`src/rtl/mc_mem_arbiter_if.sv`:
```
// Bus bundle for mc_mem_arbiter: both requester ports plus the shared
// synchronous memory port. The arbiter connects through the slave modport;
// whatever drives the requests and models the memory uses master.
interface mc_mem_arbiter_if #(
    parameter int AW = 32,
    parameter int DW = 32
);
    logic          m0_req;
    logic          m0_we;
    logic [AW-1:0] m0_addr;
    logic [DW-1:0] m0_wdata;
    logic          m0_gnt;
    logic          m0_rvalid;
    logic [DW-1:0] m0_rdata;

    logic          m1_req;
    logic          m1_we;
    logic [AW-1:0] m1_addr;
    logic [DW-1:0] m1_wdata;
    logic          m1_gnt;
    logic          m1_rvalid;
    logic [DW-1:0] m1_rdata;

    logic          mem_en;
    logic          mem_we;
    logic [AW-1:0] mem_addr;
    logic [DW-1:0] mem_wdata;
    logic [DW-1:0] mem_rdata;

    modport slave (
        input  m0_req, m0_we, m0_addr, m0_wdata,
        output m0_gnt, m0_rvalid, m0_rdata,
        input  m1_req, m1_we, m1_addr, m1_wdata,
        output m1_gnt, m1_rvalid, m1_rdata,
        output mem_en, mem_we, mem_addr, mem_wdata,
        input  mem_rdata
    );

    modport master (
        output m0_req, m0_we, m0_addr, m0_wdata,
        input  m0_gnt, m0_rvalid, m0_rdata,
        output m1_req, m1_we, m1_addr, m1_wdata,
        input  m1_gnt, m1_rvalid, m1_rdata,
        input  mem_en, mem_we, mem_addr, mem_wdata,
        output mem_rdata
    );
endinterface

```
`src/rtl/mc_mem_arbiter.sv`:
```
// Two-requester round-robin arbiter and access sequencer for the core's
// single shared synchronous memory (fixed read latency MEM_LAT, 1..15).
//
// state | meaning
// ------+-------------------------------------------------------------
// IDLE  | sample requests, latch the winner's access
// ISSUE | mem_en strobe and grant pulse to the owner, load wait counter
// WAIT  | count down the memory latency, capture read data at count 1
// RESP  | completion pulse (rvalid) to the owner
//
// All outputs are registered; requests only matter in IDLE. last_owner
// doubles as the owner of the access in flight, since it is updated on the
// same edge that the access is accepted.
module mc_mem_arbiter #(
    parameter int AW      = 32,
    parameter int DW      = 32,
    parameter int MEM_LAT = 2
) (
    input  logic            clk,
    input  logic            rst,
    mc_mem_arbiter_if.slave bus,
    output logic            busy
);
    localparam logic [3:0] LAT = 4'(MEM_LAT);

    typedef enum logic [1:0] {
        IDLE  = 2'd0,
        ISSUE = 2'd1,
        WAIT  = 2'd2,
        RESP  = 2'd3
    } state_t;

    state_t        state;
    logic          last_owner;
    logic          we_q;
    logic [AW-1:0] addr_q;
    logic [DW-1:0] wdata_q;
    logic [3:0]    cnt;

    logic          win;
    logic          win_we;
    logic [AW-1:0] win_addr;
    logic [DW-1:0] win_wdata;

    // Round-robin pick: a lone requester wins, a tie goes to whoever did not go last.
    always_comb begin
        if (bus.m0_req && bus.m1_req) begin
            win = ~last_owner;
        end else begin
            win = bus.m1_req;
        end
        win_we    = win ? bus.m1_we    : bus.m0_we;
        win_addr  = win ? bus.m1_addr  : bus.m0_addr;
        win_wdata = win ? bus.m1_wdata : bus.m0_wdata;
    end

    assign bus.mem_addr  = addr_q;
    assign bus.mem_wdata = wdata_q;

    // Sequencer FSM with registered strobes, pulses and per-requester read data.
    always_ff @(posedge clk or negedge rst) begin
        if (!rst) begin
            state         <= IDLE;
            last_owner    <= 1'b1;
            we_q          <= 1'b0;
            addr_q        <= '0;
            wdata_q       <= '0;
            cnt           <= 4'd0;
            busy          <= 1'b0;
            bus.mem_en    <= 1'b0;
            bus.mem_we    <= 1'b0;
            bus.m0_gnt    <= 1'b0;
            bus.m1_gnt    <= 1'b0;
            bus.m0_rvalid <= 1'b0;
            bus.m1_rvalid <= 1'b0;
            bus.m0_rdata  <= '0;
            bus.m1_rdata  <= '0;
        end else begin
            case (state)
                IDLE: begin
                    if (bus.m0_req || bus.m1_req) begin
                        last_owner <= win;
                        we_q       <= win_we;
                        addr_q     <= win_addr;
                        wdata_q    <= win_wdata;
                        bus.mem_en <= 1'b1;
                        bus.mem_we <= win_we;
                        bus.m0_gnt <= ~win;
                        bus.m1_gnt <= win;
                        busy       <= 1'b1;
                        state      <= ISSUE;
                    end
                end
                ISSUE: begin
                    bus.mem_en <= 1'b0;
                    bus.mem_we <= 1'b0;
                    bus.m0_gnt <= 1'b0;
                    bus.m1_gnt <= 1'b0;
                    cnt        <= LAT;
                    state      <= WAIT;
                end
                WAIT: begin
                    cnt <= cnt - 4'd1;
                    if (cnt == 4'd1) begin
                        // Writes complete without touching the requester's rdata.
                        if (!we_q) begin
                            if (last_owner) begin
                                bus.m1_rdata <= bus.mem_rdata;
                            end else begin
                                bus.m0_rdata <= bus.mem_rdata;
                            end
                        end
                        bus.m0_rvalid <= ~last_owner;
                        bus.m1_rvalid <= last_owner;
                        state         <= RESP;
                    end
                end
                RESP: begin
                    bus.m0_rvalid <= 1'b0;
                    bus.m1_rvalid <= 1'b0;
                    busy          <= 1'b0;
                    state         <= IDLE;
                end
                default: begin
                    state <= IDLE;
                end
            endcase
        end
    end
endmodule

```
`src/flat_wrapper.sv`:
```
// flat-port wrapper written by rule: the top's interface ports become plain ports
module mc_mem_arbiter_flat 
#(
    parameter int AW      = 32,
    parameter int DW      = 32,
    parameter int MEM_LAT = 2
)
  (clk, rst, busy, bus_m0_req, bus_m0_we, bus_m0_addr, bus_m0_wdata, bus_m0_gnt, bus_m0_rvalid, bus_m0_rdata, bus_m1_req, bus_m1_we, bus_m1_addr, bus_m1_wdata, bus_m1_gnt, bus_m1_rvalid, bus_m1_rdata, bus_mem_en, bus_mem_we, bus_mem_addr, bus_mem_wdata, bus_mem_rdata);
  mc_mem_arbiter_if #(.AW(AW), .DW(DW)) bus_i ();
  input  logic clk;
  input  logic rst;
  output logic busy;
  input wire logic [$bits(bus_i.m0_req)-1:0] bus_m0_req;
  input wire logic [$bits(bus_i.m0_we)-1:0] bus_m0_we;
  input wire logic [$bits(bus_i.m0_addr)-1:0] bus_m0_addr;
  input wire logic [$bits(bus_i.m0_wdata)-1:0] bus_m0_wdata;
  output wire logic [$bits(bus_i.m0_gnt)-1:0] bus_m0_gnt;
  output wire logic [$bits(bus_i.m0_rvalid)-1:0] bus_m0_rvalid;
  output wire logic [$bits(bus_i.m0_rdata)-1:0] bus_m0_rdata;
  input wire logic [$bits(bus_i.m1_req)-1:0] bus_m1_req;
  input wire logic [$bits(bus_i.m1_we)-1:0] bus_m1_we;
  input wire logic [$bits(bus_i.m1_addr)-1:0] bus_m1_addr;
  input wire logic [$bits(bus_i.m1_wdata)-1:0] bus_m1_wdata;
  output wire logic [$bits(bus_i.m1_gnt)-1:0] bus_m1_gnt;
  output wire logic [$bits(bus_i.m1_rvalid)-1:0] bus_m1_rvalid;
  output wire logic [$bits(bus_i.m1_rdata)-1:0] bus_m1_rdata;
  output wire logic [$bits(bus_i.mem_en)-1:0] bus_mem_en;
  output wire logic [$bits(bus_i.mem_we)-1:0] bus_mem_we;
  output wire logic [$bits(bus_i.mem_addr)-1:0] bus_mem_addr;
  output wire logic [$bits(bus_i.mem_wdata)-1:0] bus_mem_wdata;
  input wire logic [$bits(bus_i.mem_rdata)-1:0] bus_mem_rdata;
  assign bus_i.m0_req = bus_m0_req;
  assign bus_i.m0_we = bus_m0_we;
  assign bus_i.m0_addr = bus_m0_addr;
  assign bus_i.m0_wdata = bus_m0_wdata;
  assign bus_m0_gnt = bus_i.m0_gnt;
  assign bus_m0_rvalid = bus_i.m0_rvalid;
  assign bus_m0_rdata = bus_i.m0_rdata;
  assign bus_i.m1_req = bus_m1_req;
  assign bus_i.m1_we = bus_m1_we;
  assign bus_i.m1_addr = bus_m1_addr;
  assign bus_i.m1_wdata = bus_m1_wdata;
  assign bus_m1_gnt = bus_i.m1_gnt;
  assign bus_m1_rvalid = bus_i.m1_rvalid;
  assign bus_m1_rdata = bus_i.m1_rdata;
  assign bus_mem_en = bus_i.mem_en;
  assign bus_mem_we = bus_i.mem_we;
  assign bus_mem_addr = bus_i.mem_addr;
  assign bus_mem_wdata = bus_i.mem_wdata;
  assign bus_i.mem_rdata = bus_mem_rdata;
  mc_mem_arbiter #(.AW(AW), .DW(DW), .MEM_LAT(MEM_LAT)) u_core (.clk(clk), .rst(rst), .bus(bus_i), .busy(busy));
endmodule
```
`config.mk`:
```
export PLATFORM = sky130hd
export DESIGN_NAME = mc_mem_arbiter_flat
export DESIGN_NICKNAME = d
export VERILOG_FILES = /design/src/rtl/mc_mem_arbiter_if.sv /design/src/rtl/mc_mem_arbiter.sv /design/src/flat_wrapper.sv
export SDC_FILE = /design/constraint.sdc
export NUM_CORES = 1
export LEC_CHECK = 0
export BUFFER_PORTS_ARGS = -buffer_cell sky130_fd_sc_hd__buf_2
export CAP_MARGIN = 25
export CORE_UTILIZATION = 35
export CTS_BUF_LIST = sky130_fd_sc_hd__clkbuf_4
export DETAILED_ROUTE_END_ITERATION = 6
export GPL_TIMING_DRIVEN = 0
export MAX_ROUTING_LAYER = met4
export PLACE_DENSITY = 0.71
export SLEW_MARGIN = 20
export SYNTH_ARGS = -nofsm -noshare
export SYNTH_HDL_FRONTEND = slang
export SYNTH_SLANG_ARGS = --single-unit
```
`constraint.sdc`:
```
create_clock -name clk -period 2.8 [get_ports clk]
set_clock_uncertainty 0.05 [all_clocks]
set_input_delay 0.14 -clock clk [delete_from_list [all_inputs] [get_ports clk]]
set_output_delay 0.14 -clock clk [all_outputs]
set_load 0.02 [all_outputs]
```
**Word-level counts from Yosys, hierarchy flattened**

Index checks and enable logic that the tools add are counted.

- Bits in writable memories: 0
- Memories: 0
- Bits in latches: 0
- Register bits after elaboration: 143
- Memory bits (read-only): 0

- Shift operators: 0
- Div/mod/pow operators: 0
- Order comparisons: 0
- Bitwise logic cells: 3
- Reduce and logical (&&, ||, !) cells: 14
- Multipliers: 0
- Mux-type cells: 21
- Equality and inequality tests: 6
- Add/sub/neg operators: 1

Operator list:

| cell | count |
|---|---|
| 32-bit two-way mux | 2 |
| 1-bit case mux with 2 select lines | 7 |
| 2-bit AND reduction | 5 |
| 1-bit two-way mux | 8 |
| 2-bit case mux with 4 select lines | 1 |
| 4-bit case mux with 2 select lines | 1 |
| 4-bit AND reduction | 2 |
| 2-bit nonzero test | 4 |
| 2-bit equality test, second input constant | 2 |
| 4-bit by 1-bit equality test with 1-bit output, second input constant | 1 |
| 2-bit two-way mux | 2 |
| 2-bit by 1-bit inequality test with 1-bit output, second input constant | 2 |
| 4-bit by 1-bit subtractor with 4-bit output, second input constant | 1 |
| 1-bit inverter | 3 |
| 2-bit by 1-bit equality test with 1-bit output, second input constant | 1 |
| 2-bit zero test | 1 |
| 1-bit logical AND | 1 |
| 1-bit logical OR | 1 |

**Logic depth before layout (Yosys ltp)**

Gate-level depths: netlist of the first run.

- Word-level depth: 5
- Mapped depth: 8

**Worst setup path before layout of the first run**

Ideal clock, no wire load.

- Path kind: register to register
- From: register u_core.cnt[1]
- To: register u_core.bus.m0_rdata[10]
- Cell stages (with the launch flop): 9
- Slack: 0.670 ns
- Data required time: 2.625 ns
- Data arrival time: 1.954 ns
- Setup time: 0.125 ns
- Cells stage by stage: dfrtp_1 -> inv_1 -> ha_1 -> or3b_1 -> buf_2 -> or3_1 -> buf_6 -> buf_12 -> mux2_4

- Longest elaborated chain between the ends: 2

RTL lines:

| what | line | text |
|---|---|---|
| start, declared | mc_mem_arbiter.sv:38 | `logic [3:0] cnt;` |
| start signal, assigned | mc_mem_arbiter.sv:103 | `cnt <= cnt - 4'd1;` |
| 4-bit by 1-bit equality test with 1-bit output | mc_mem_arbiter.sv:104 | `if (cnt == 4'd1) begin` |
| 4-bit AND reduction (no line) | -- |  |
| end signal, assigned | mc_mem_arbiter.sv:110 | `bus.m0_rdata <= bus.mem_rdata;` |
| end, declared | mc_mem_arbiter_if.sv:32 | `output m0_gnt, m0_rvalid, m0_rdata,` |

No other way between the ends.
A chain may end at the register's enable or synchronous reset.

**Worst setup path after layout of the first run**

- From: register u_core.last_owner
- To: register u_core.addr_q[23] (netlist: u_core.bus.mem_addr[23])

- Longest elaborated chain between the ends: 3

RTL lines:

| what | line | text |
|---|---|---|
| start, declared | mc_mem_arbiter.sv:34 | `logic last_owner;` |
| start signal, assigned | mc_mem_arbiter.sv:82 | `last_owner <= win;` |
| 1-bit inverter (no line) | -- |  |
| 1-bit two-way mux | mc_mem_arbiter.sv:47 | `if (bus.m0_req && bus.m1_req) begin` |
| 32-bit two-way mux | mc_mem_arbiter.sv:53 | `win_addr = win ? bus.m1_addr : bus.m0_addr;` |
| end signal, assigned | mc_mem_arbiter.sv:84 | `addr_q <= win_addr;` |
| end, declared | mc_mem_arbiter.sv:36 | `logic [AW-1:0] addr_q;` |

No other way between the ends.

==> results.py, run 1 <==
metrics = {
    "timing": {
        "maxSlewHeadroom": 0.469,
        "timing.fmax_mhz": 385,
        "slew_viol_final": 0,
        "whs_ns": 0.0808,
        "finalHoldViolations": 0,
        "fin_crit_ns": 2.60,
        "finalCritPeriodShare": 0.927,
        "setup_viol_count_final": 0,
        "worst_pin_slew_ns": 0.796,
        "rsz0062_at_grt": "false",
    },
    "floorplan": {
        "die_area_um2": 18300,
        "initial_utilization": 0.359,
        "core_area_um2": 17400,
        "pin_count": 301,
        "fp.dieW_um": 135,
        "rows": 48,
        "dieHeight_um": 135,
    },
    "pwr": {
        "power_frac_seq": 0.384,
        "p_leak_nw": 5.34,
        "switching_share": 0.433,
        "vdd_drop_max_mv": 0.520,
        "internal_power_w": 0.00518,
        "power.switching_w": 0.00395,
        "p_per_area_nw_per_um2": 916,
        "p_clk_frac": 0.126,
        "combPwrFrac": 0.490,
    },
    "drt": {
        "viasPerCell": 4.75,
        "first_pass_iters": 4,
        "num_vias": 5786,
        "drc": 0,
        "final_antenna_net_count": 0,
        "wire_per_inst_um": 16.8,
        "wl_um": 20400,
        "first_iter_violations": 223,
    },
    "setup_path": {
        "endpoint_kind": "flip-flop",
        "cp-start-kind": "flip-flop",
        "r2r-end": "u_core.bus.mem_addr[23]",
        "worstSetupEndpoint": "u_core.bus.mem_addr[23]",
        "startpoint": "u_core.last_owner",
        "r2r-start": "u_core.last_owner",
        "rr_worst_depth": 6,
        "worstSetupPathType": "flip-flop to flip-flop",
        "r2r_setup_slack_ns": 0.20,
        "crit_required_ns": 3.17,
        "critPathMaxFanout": 10,
        "critPathArrivalTime_ns": 2.97,
    },
    "place": {
        "place_congestion": 0.865,
        "dp_hpwl_um": 12900,
        "port_buffers": 300,
        "placed_cells": 1020,
    },
    "status": {
        "status": "completed",
    },
    "synth": {
        "yosysWarnings": 0,
        "synth_edf_count": 0,
        "synth_area_um2": 6230,
        "syn_inst": 494,
        "synth_nets": 667,
        "avgSynthCellArea_um2": 12.6,
        "synth-main-ff-cell": "dfrtp_1",
        "ys_async_sr_fraction": 1.00,
        "synth_seq_cells": 143,
        "ys_seq_area_frac": 0.574,
        "yosysUniqueCellTypes": 35,
    },
    "flow_run": {
        "maxCapViolations": 0,
    },
    "clocking": {
        "clk_path_buf_depth": 2,
        "path_clk_slew_ns": 0.14,
        "cts.htree.levels": 4,
        "clk_latency_ns": 0.52,
        "cts-root-buf": "clkbuf_4",
        "cts_buffers": 17,
        "cts.sinks": 143,
        "tritoncts": "done",
    },
    "final_layout": {
        "antennaDiodeCount": 0,
        "nets": 1153,
        "syn2layout_area_growth_pct": 59.8,
        "drive_above_1_share": 0.417,
        "instances_no_fill": 1218,
    },
    "grt": {
        "grt_antenna_before_repair": 0,
        "grt_overflow": 0,
        "grt_pass1_vias": 6049,
        "grt_pass1_wl_um": 31200,
        "grt_use_total": 0.232,
        "grt_start_max_net_pins": 74,
    },
    "worst_hold_path": {
        "hold_path_class": "input port to asynchronous set/reset pin",
    },
}
==> per-layer routing <==
metal  GRT usage  vias up  share of wire
met2       0.383      289           0.49
met3      0.0561       42          0.075
met5           -        -              0
met4       0.100        0          0.029
met1       0.267     2761           0.41
li1            -     2694              -
==> worst min path at each step <==
stage / to / cells after the start / slack, ns / from
finish: u_core.bus.mem_addr[25] / 2 / 0.08 / rst
global route: u_core.bus.mem_addr[21] / 2 / 0.07 / rst
CTS: u_core.bus.mem_addr[26] / 2 / 0.06 / rst
detailed placement: u_core.bus.mem_addr[26] / 1 / 0.11 / rst
global placement: u_core.last_owner / 2 / 0.33 / bus_m0_req
floorplan: u_core.bus.m0_gnt / 0 / -0.21 / rst
==> synthesized netlist by cell type, types with 3 or more instances <==
cell type / count / area (µm²)
buf_2: 10 / 50.1
mux2i_1: 67 / 671
clkbuf_1: 15 / 56.3
mux2_4: 30 / 450
nand2_1: 71 / 267
o311ai_0: 3 / 26.3
dfrtp_1: 142 / 3550
buf_12: 3 / 60.1
o21ai_0: 68 / 340
mux2_2: 33 / 372
a21oi_1: 3 / 15.0
inv_1: 9 / 33.8
ha_1: 7 / 87.6
nor2_1: 5 / 18.8
==> power by group through the flow <==
stage,Clock [W],Sequential [W],Combinational (W)
2_1_floorplan,0,0.00454,0.00152
3_3_place_gp,0,0.00348,0.00408
3_5_place_dp,0,0.00352,0.00416
4_1_cts,0.00120,0.00348,0.00444
5_1_grt,0.00128,0.00362,0.00484
6_report,0.00115,0.00351,0.00447
==> layout by cell type, fill, tap and decap left out, types with 9 or more instances in the layout <==
cell / Yosys / layout
o21ai_0: 68 / 68
inv_1: 9 / 9
mux2_2: 33 / 33
clkbuf_1: 15 / 13
dfrtp_1: 142 / 142
mux2i_1: 67 / 67
mux2_4: 30 / 30
nand2_1: 71 / 71
buf_2: 10 / 305
dlygate4sd3_1: 0 / 166
clkbuf_4: 0 / 23
==> kinds of logic (layout without fill, tap and decap cells) <==
logic type	count (synthesis)	in the layout	synth area share
fa+ha+maj	7	7	0.0141
simple gates	87	87	0.0576
compound gates	85	85	0.0757
buf+inv	40	539	0.0351
flops	143	143	0.574
mux	132	132	0.243
==> registers in the layout (all words and copies together), names as in the netlist <==
signal,count
u_core.bus.m0_gnt,1
u_core.bus.m0_rdata,32
u_core.bus.m0_rvalid,1
u_core.bus.m1_gnt,1
u_core.bus.m1_rdata,32
u_core.bus.m1_rvalid,1
u_core.bus.mem_addr,32
u_core.bus.mem_en,1
u_core.bus.mem_wdata,32
u_core.bus.mem_we,1
u_core.busy,1
u_core.cnt,4
u_core.last_owner,1
u_core.state,2
u_core.we_q,1
==> through the flow <==
stage               utilization  instance area, µm²  worst slack, ns  setup TNS (ns)  power, W
CTS                       0.573                9950           0.0321               0   0.00912
global route              0.574                9960           0.0653               0   0.00974
finish                    0.574                9960            0.203               0   0.00913
detailed placement        0.464                8050          -0.0357         -0.0903   0.00768
floorplan                     -                6230            0.670               0   0.00606
global placement          0.462                8020           -0.549          -75.70   0.00756
==> critical path: stages (launching register included) <==
cell,delay [ns]
dfstp_2,0.60
a21bo_2,0.14
clkbuf_1,0.13
clkbuf_1,0.62
mux2i_1,0.31
dlygate4sd3_1,0.57
o21ai_0,0.08
==> timing repair <==
item                                    4_1_cts  5_1_grt
pin swaps                                     0        0
endpoints found under the hold margin       276        0
gates resized for setup                       2        4
setup buffers                                 0        0
endpoints found under the setup margin       10        5
hold buffers                                166        0
==> area by class of cell <==
cell class | count | area [µm²]
plain buffers | 31 | 198
clock buffers | 19 | 143
clock inverters | 13 | 91.3
fillers | 1417 | 7400
inverters | 9 | 33.8
multi-input cells | 311 | 2430
flip-flops and latches | 143 | 3580
well taps | 225 | 282
repair buffers | 467 | 3200
(Power assumes the default switching activity.)
==> run 2: changes to the inputs <==
--- a/config.mk
+++ b/config.mk
@@ -11,6 +11,7 @@
 export CTS_BUF_LIST = sky130_fd_sc_hd__clkbuf_4
 export DETAILED_ROUTE_END_ITERATION = 6
 export GPL_TIMING_DRIVEN = 0
+export HOLD_SLACK_MARGIN = 0.12
 export MAX_ROUTING_LAYER = met4
 export PLACE_DENSITY = 0.71
 export SLEW_MARGIN = 20
==> run 2 against run 1 <==
Against the previous run: core utilization rose by 0.058 points; sequential share of layout area is essentially flat; power is essentially flat; clock power is essentially flat; count of clock-buffer cells in the layout unchanged; first-iteration DRC count is 3.1% lower; register-to-register slack hardly changed; via count down 0.28%; sequential power is essentially flat; non-clock buffer count up 1; combinational power barely moved.
==> results.py, run 2 (synthesized netlist as in run 1, its figures left out) <==
metrics = {
    "timing": {
        "worst_pin_slew_ns": 0.791,
        "finalCritPeriodShare": 0.926,
        "slew_viol_final": 0,
        "timing.fmax_mhz": 386,
        "whs_ns": 0.338,
        "finalHoldViolations": 0,
        "maxSlewHeadroom": 0.472,
        "setup_viol_count_final": 0,
        "fin_crit_ns": 2.59,
        "rsz0062_at_grt": "false",
    },
    "pwr": {
        "p_leak_nw": 5.34,
        "vdd_drop_max_mv": 0.520,
        "p_clk_frac": 0.126,
        "power_frac_seq": 0.384,
        "p_per_area_nw_per_um2": 915,
        "switching_share": 0.432,
        "internal_power_w": 0.00518,
        "power.switching_w": 0.00395,
        "combPwrFrac": 0.490,
    },
    "setup_path": {
        "path_common_cell": "clkbuf_1",
        "cp-start-kind": "flip-flop",
        "cp_cell_sequence": "a21bo_2 > clkbuf_1 > clkbuf_1 > mux2i_1 > dlygate4sd3_1 > o21ai_0",
        "crit_family": "buffers and inverters",
        "crit_required_ns": 3.17,
        "crit_buf_inv": 3,
        "worstSetupPathType": "flip-flop to flip-flop",
        "critPathMaxFanout": 10,
        "cpPeakStageDelay_ns": 0.62,
        "cpMaxStageDelayCell": "clkbuf_1",
        "endpoint_kind": "flip-flop",
        "critPathArrivalTime_ns": 2.96,
    },
    "drt": {
        "wire_per_inst_um": 16.7,
        "viasPerCell": 4.73,
        "wl_um": 20400,
        "num_vias": 5770,
        "first_iter_violations": 216,
        "drc": 0,
        "final_antenna_net_count": 0,
        "first_pass_iters": 4,
    },
    "final_layout": {
        "syn2layout_area_growth_pct": 60.0,
        "final_cell_mix": "buf_2 (305), dlygate4sd3_1 (167), dfrtp_1 (142)",
        "instances_no_fill": 1219,
        "nets": 1154,
        "antennaDiodeCount": 0,
        "drive_above_1_share": 0.416,
        "final_common_cell": "buf_2",
    },
    "floorplan": {
        "initial_utilization": 0.359,
        "die_area_um2": 18300,
        "fp.dieW_um": 135,
        "rows": 48,
        "pin_count": 301,
        "dieHeight_um": 135,
        "core_area_um2": 17400,
    },
    "grt": {
        "grt_start_max_net_pins": 74,
        "grt_overflow": 0,
        "grt_use_total": 0.232,
        "grt_pass1_vias": 6048,
        "grt_antenna_before_repair": 0,
        "grt_pass1_wl_um": 31300,
    },
    "place": {
        "port_buffers": 300,
        "place_congestion": 0.865,
        "dp_hpwl_um": 12900,
        "placed_cells": 1020,
    },
    "clocking": {
        "clk_latency_ns": 0.52,
        "post-cts-setup-buffers": 0,
        "cts.htree.levels": 4,
        "cts-root-buf": "clkbuf_4",
        "path_clk_slew_ns": 0.14,
        "clk_path_buf_depth": 2,
        "cts_buffers": 17,
        "cts.sinks": 143,
        "tritoncts": "done",
    },
    "flow_run": {
        "maxCapViolations": 0,
    },
    "worst_hold_path": {
        "hold_path_class": "input port to flip-flop",
    },
    "status": {
        "status": "completed",
    },
}
## run 2: changes by cell type in the layout (fill, tap and decap cells not counted)
cell           delta
dlygate4sd3_1     +1
## run 2: tightest hold or removal path, delay by kind of cell
kind     cells  cell delay (ns)
buf+inv      2             0.63
mux          1             0.12
## run 2: path summary, 6_finish.rpt
path / start / end / slack, ns / cells past startpoint
setup / recovery: u_core.last_owner / u_core.bus.mem_addr[23] / 0.21 / 6
hold / removal: bus_mem_rdata[6] / u_core.bus.m1_rdata[6] / 0.34 / 3
setup reg to reg: u_core.last_owner / u_core.bus.mem_addr[23] / 0.21 / 6
hold reg to reg: u_core.bus.mem_wdata[25] / u_core.bus.mem_wdata[25] / 0.44 / 2
max in group asynchronous: rst / u_core.last_owner / 1.30 / 4
min in group asynchronous: rst / u_core.bus.mem_addr[21] / 0.62 / 3
## run 2: metrics by stage
stage                      util  cell area, µm²  setup TNS [ns]  power, W  setup slack, ns
final                     0.574            9970               0   0.00912            0.207
after global routing      0.574            9970               0   0.00974           0.0653
after CTS                 0.574            9960               0   0.00913           0.0321
after detailed placement  0.464            8050         -0.0903   0.00768          -0.0357
after global placement    0.462            8020          -75.70   0.00756           -0.549
after floorplan               -            6230               0   0.00606            0.670
## run 2: repair_timing
action                                  CTS  global route
hold endpoints to repair                278             0
pin swaps                                 0             0
hold buffers                            167             0
gates resized for setup                   2             4
endpoints found under the setup margin   10             5
## run 2: final cells by class
| cell class | instances | area, µm² |
|---|---|---|
| fillers | 1415 | 7390 |
| flip-flops and latches | 143 | 3580 |
| repair buffers | 468 | 3210 |
| multi-input cells | 311 | 2430 |
| well taps | 225 | 282 |
| plain buffers | 31 | 198 |
| clock buffers | 19 | 143 |
| clock inverters | 13 | 91.3 |
| inverters | 9 | 33.8 |
## run 2: power by group through the flow
stage | Combinational (W) | Clock (W) | Sequential, W
finish | 0.00447 | 0.00115 | 0.00351
global route | 0.00484 | 0.00128 | 0.00362
CTS | 0.00444 | 0.00120 | 0.00348
detailed placement | 0.00416 | 0 | 0.00352
global placement | 0.00408 | 0 | 0.00348
floorplan | 0.00152 | 0 | 0.00454
## run 2: per-layer routing
metal | vias to the layer above | part of all wire | global-route usage
met1 | 2749 | 0.41 | 0.267
met5 | - | 0 | -
li1 | 2699 | - | -
met4 | 0 | 0.029 | 0.100
met3 | 42 | 0.073 | 0.0561
met2 | 280 | 0.49 | 0.383
==> run 3: changes to the inputs <==
--- a/config.mk
+++ b/config.mk
@@ -5,15 +5,16 @@
 export SDC_FILE = /design/constraint.sdc
 export NUM_CORES = 1
 export LEC_CHECK = 0
+export ABC_AREA = 1
 export BUFFER_PORTS_ARGS = -buffer_cell sky130_fd_sc_hd__buf_2
-export CAP_MARGIN = 25
+export CAP_MARGIN = 15
 export CORE_UTILIZATION = 35
 export CTS_BUF_LIST = sky130_fd_sc_hd__clkbuf_4
 export DETAILED_ROUTE_END_ITERATION = 6
 export GPL_TIMING_DRIVEN = 0
 export HOLD_SLACK_MARGIN = 0.12
 export MAX_ROUTING_LAYER = met4
-export PLACE_DENSITY = 0.71
+export PLACE_DENSITY = 0.7
 export SLEW_MARGIN = 20
 export SYNTH_ARGS = -nofsm -noshare
 export SYNTH_HDL_FRONTEND = slang
==> run 3 against run 2 <==
Against the previous run: routed wire length up 17%; largest cell class unchanged; fmax increased by 0.53%; first-iteration DRC count is 83% higher; final area rose by 6.0%; hold slack got worse by 0.10 ns; sequential power down 5%; critical path depth rose by 3; synthesized cell count grew 74%; via count rose by 34%; die area increased by 7.7%.
==> results.py, run 3 <==
metrics = {
    "final_layout": {
        "drive_above_1_share": 0.273,
        "final_common_cell": "nand2_1",
        "nets": 1524,
        "fin_area_um2": 10600,
        "final_cell_mix": "nand2_1 (424), buf_2 (319), dlygate4sd3_1 (173)",
        "syn2layout_area_growth_pct": 57.2,
    },
    "grt": {
        "grt_use_total": 0.254,
        "grt_start_max_net_pins": 74,
        "grt_overflow": 0,
        "grt_antenna_before_repair": 1,
        "grt_pass1_vias": 7781,
        "grt_pass1_wl_um": 38100,
    },
    "clocking": {
        "clk_latency_ns": 0.54,
        "clk_path_buf_depth": 2,
        "cts_buffers": 17,
        "cts-root-buf": "clkbuf_4",
        "cts.htree.levels": 4,
        "path_clk_slew_ns": 0.14,
        "tritoncts": "done",
        "cts.sinks": 143,
        "ctsResizeCount": 0,
    },
    "pwr": {
        "power_frac_seq": 0.367,
        "power.switching_w": 0.00418,
        "combPwrFrac": 0.493,
        "p_clk_frac": 0.140,
        "vdd_drop_max_mv": 0.467,
        "p_per_area_nw_per_um2": 859,
        "p_leak_nw": 5.45,
        "switching_share": 0.460,
        "internal_power_w": 0.00490,
    },
    "timing": {
        "worst_pin_slew_ns": 0.480,
        "finalHoldViolations": 0,
        "rsz0062_at_grt": "false",
        "slew_viol_final": 0,
        "maxSlewHeadroom": 0.680,
        "finalCritPeriodShare": 0.921,
        "timing.fmax_mhz": 388,
        "fin_crit_ns": 2.58,
        "setup_viol_count_final": 0,
        "fin_ws_ns": 0.220,
    },
    "place": {
        "place_congestion": 0.919,
        "dp_hpwl_um": 15800,
        "place_ws_ns": 0.859,
        "port_buffers": 299,
        "place_area_um2": 8550,
    },
    "synth": {
        "synth_top_area_share": 0.529,
        "synth-main-ff-cell": "dfrtp_1",
        "synth_top_area_cell": "dfrtp_1",
        "synth_common_cells": "nand2_1 (424), dfrtp_1 (142), nand3_1 (111)",
        "synth_seq_cells": 143,
        "synth_nets": 1031,
        "yosysUniqueCellTypes": 24,
        "synth_edf_count": 0,
        "avgSynthCellArea_um2": 7.84,
        "synth_area_um2": 6720,
        "syn_inst": 858,
        "ys_async_sr_fraction": 1.00,
        "synthTopCellsByArea": "dfrtp_1 (53%), nand2_1 (24%), nand3_1 (8.3%), nand3b_1 (2.9%), o21ai_0 (2.8%)",
        "yosysWarnings": 0,
        "yosysMostFrequentCell": "nand2_1",
        "ys_seq_area_frac": 0.532,
    },
    "floorplan": {
        "die_area_um2": 19800,
        "core_area_um2": 18800,
        "fp.dieW_um": 141,
        "rows": 50,
        "pin_count": 301,
        "initial_utilization": 0.358,
        "dieHeight_um": 141,
    },
    "setup_path": {
        "cp-start-kind": "flip-flop",
        "worstSetupPathType": "flip-flop to flip-flop",
        "r2r-end": "u_core.bus.mem_addr[6]",
        "critPathArrivalTime_ns": 3.02,
        "r2r_setup_slack_ns": 0.22,
        "r2r-start": "u_core.last_owner",
        "critPathMaxFanout": 10,
        "endpoint_kind": "flip-flop",
        "crit_required_ns": 3.24,
        "rr_worst_depth": 9,
    },
    "drt": {
        "first_pass_iters": 5,
        "wire_per_inst_um": 14.9,
        "final_antenna_net_count": 0,
        "drc": 0,
        "num_vias": 7711,
        "viasPerCell": 4.82,
        "wl_um": 23900,
        "first_iter_violations": 395,
    },
    "flow_run": {
        "maxCapViolations": 0,
    },
    "worst_hold_path": {
        "min-delay-start": "bus_m1_req",
        "hold_end": "u_core.bus.mem_addr[11]",
        "whs_path_depth": 5,
        "hold_path_class": "input port to flip-flop",
    },
    "status": {
        "status": "completed",
    },
}
[run 3: worst max-delay path, stage by stage (launching register included)]
cell and delay, ns:
dfstp_2 0.62, nand2_1 0.14, nand2_2 0.12, buf_6 0.16
nand2_1 0.06, dlygate4sd3_1 0.57, nand2_1 0.07, dlygate4sd3_1 0.58
nand2_1 0.07, nand2_1 0.08
[run 3: cells by family (layout without fill, tap and decap cells)]
| family | Yosys count | in the layout | synth area share |
|---|---|---|---|
| simple gates | 574 | 574 | 0.360 |
| flops | 143 | 143 | 0.532 |
| other cells | 0 | 1 | 0 |
| compound gates | 41 | 41 | 0.0324 |
| buf+inv | 93 | 599 | 0.0625 |
| fa+ha+maj | 7 | 7 | 0.0130 |
[run 3: stage by stage]
step | setup TNS (ns) | hold slack, ns | utilization | instances | total power, W
CTS | 0 | 0.170 | 0.563 | 1598 | 0.00907
detailed placement | 0 | 0.0934 | 0.456 | 1392 | 0.00737
floorplan | 0 | -0.206 | - | 858 | 0.00583
global placement | -82.20 | 0.312 | 0.454 | 1391 | 0.00729
global route | 0 | 0.202 | 0.563 | 1599 | 0.00974
finish | 0 | 0.235 | 0.563 | 1599 | 0.00908
[run 3: worst max-delay path by stage]
stage / end / slack, ns / start
finish: u_core.bus.mem_addr[6] / 0.22 / u_core.last_owner
global route: u_core.bus.mem_addr[6] / 0.16 / u_core.last_owner
CTS: u_core.bus.mem_we / 0.28 / u_core.last_owner
detailed placement: u_core.bus.m0_rdata[8] / 0.86 / u_core.state[0]
global placement: u_core.bus.mem_wdata[5] / -0.59 / rst
floorplan: u_core.bus.m0_rdata[10] / 1.22 / u_core.state[0]
[run 3: final cells by class]
cell class	instances	area [µm²]
timing repair buffer	474	3290
clock buffer	18	135
inverter	38	143
antenna	1	2.50
tap	234	293
buffer	55	278
clock inverter	14	124
multi-input combinational	622	2720
sequential	143	3580
fill	1628	8200
[run 3: repair_timing]
item,in CTS,in global routing
hold endpoints to repair,279,0
hold buffers,174,0
setup buffers,0,0
setup endpoints to repair,0,0
[run 3: power by group through the flow]
stage	logic (W)	clock network [W]	registers, W
3_3_place_gp	0.00395	0	0.00334
4_1_cts	0.00444	0.00132	0.00332
5_1_grt	0.00491	0.00141	0.00342
6_report	0.00448	0.00127	0.00333
3_5_place_dp	0.00402	0	0.00335
2_1_floorplan	0.00161	0	0.00422
[run 3: metal layers]
layer,vias up,track usage,share of wire
met1,3587,0.284,0.40
li1,3695,-,-
met2,364,0.430,0.49
met3,65,0.0574,0.067
met5,-,-,0
met4,0,0.126,0.039
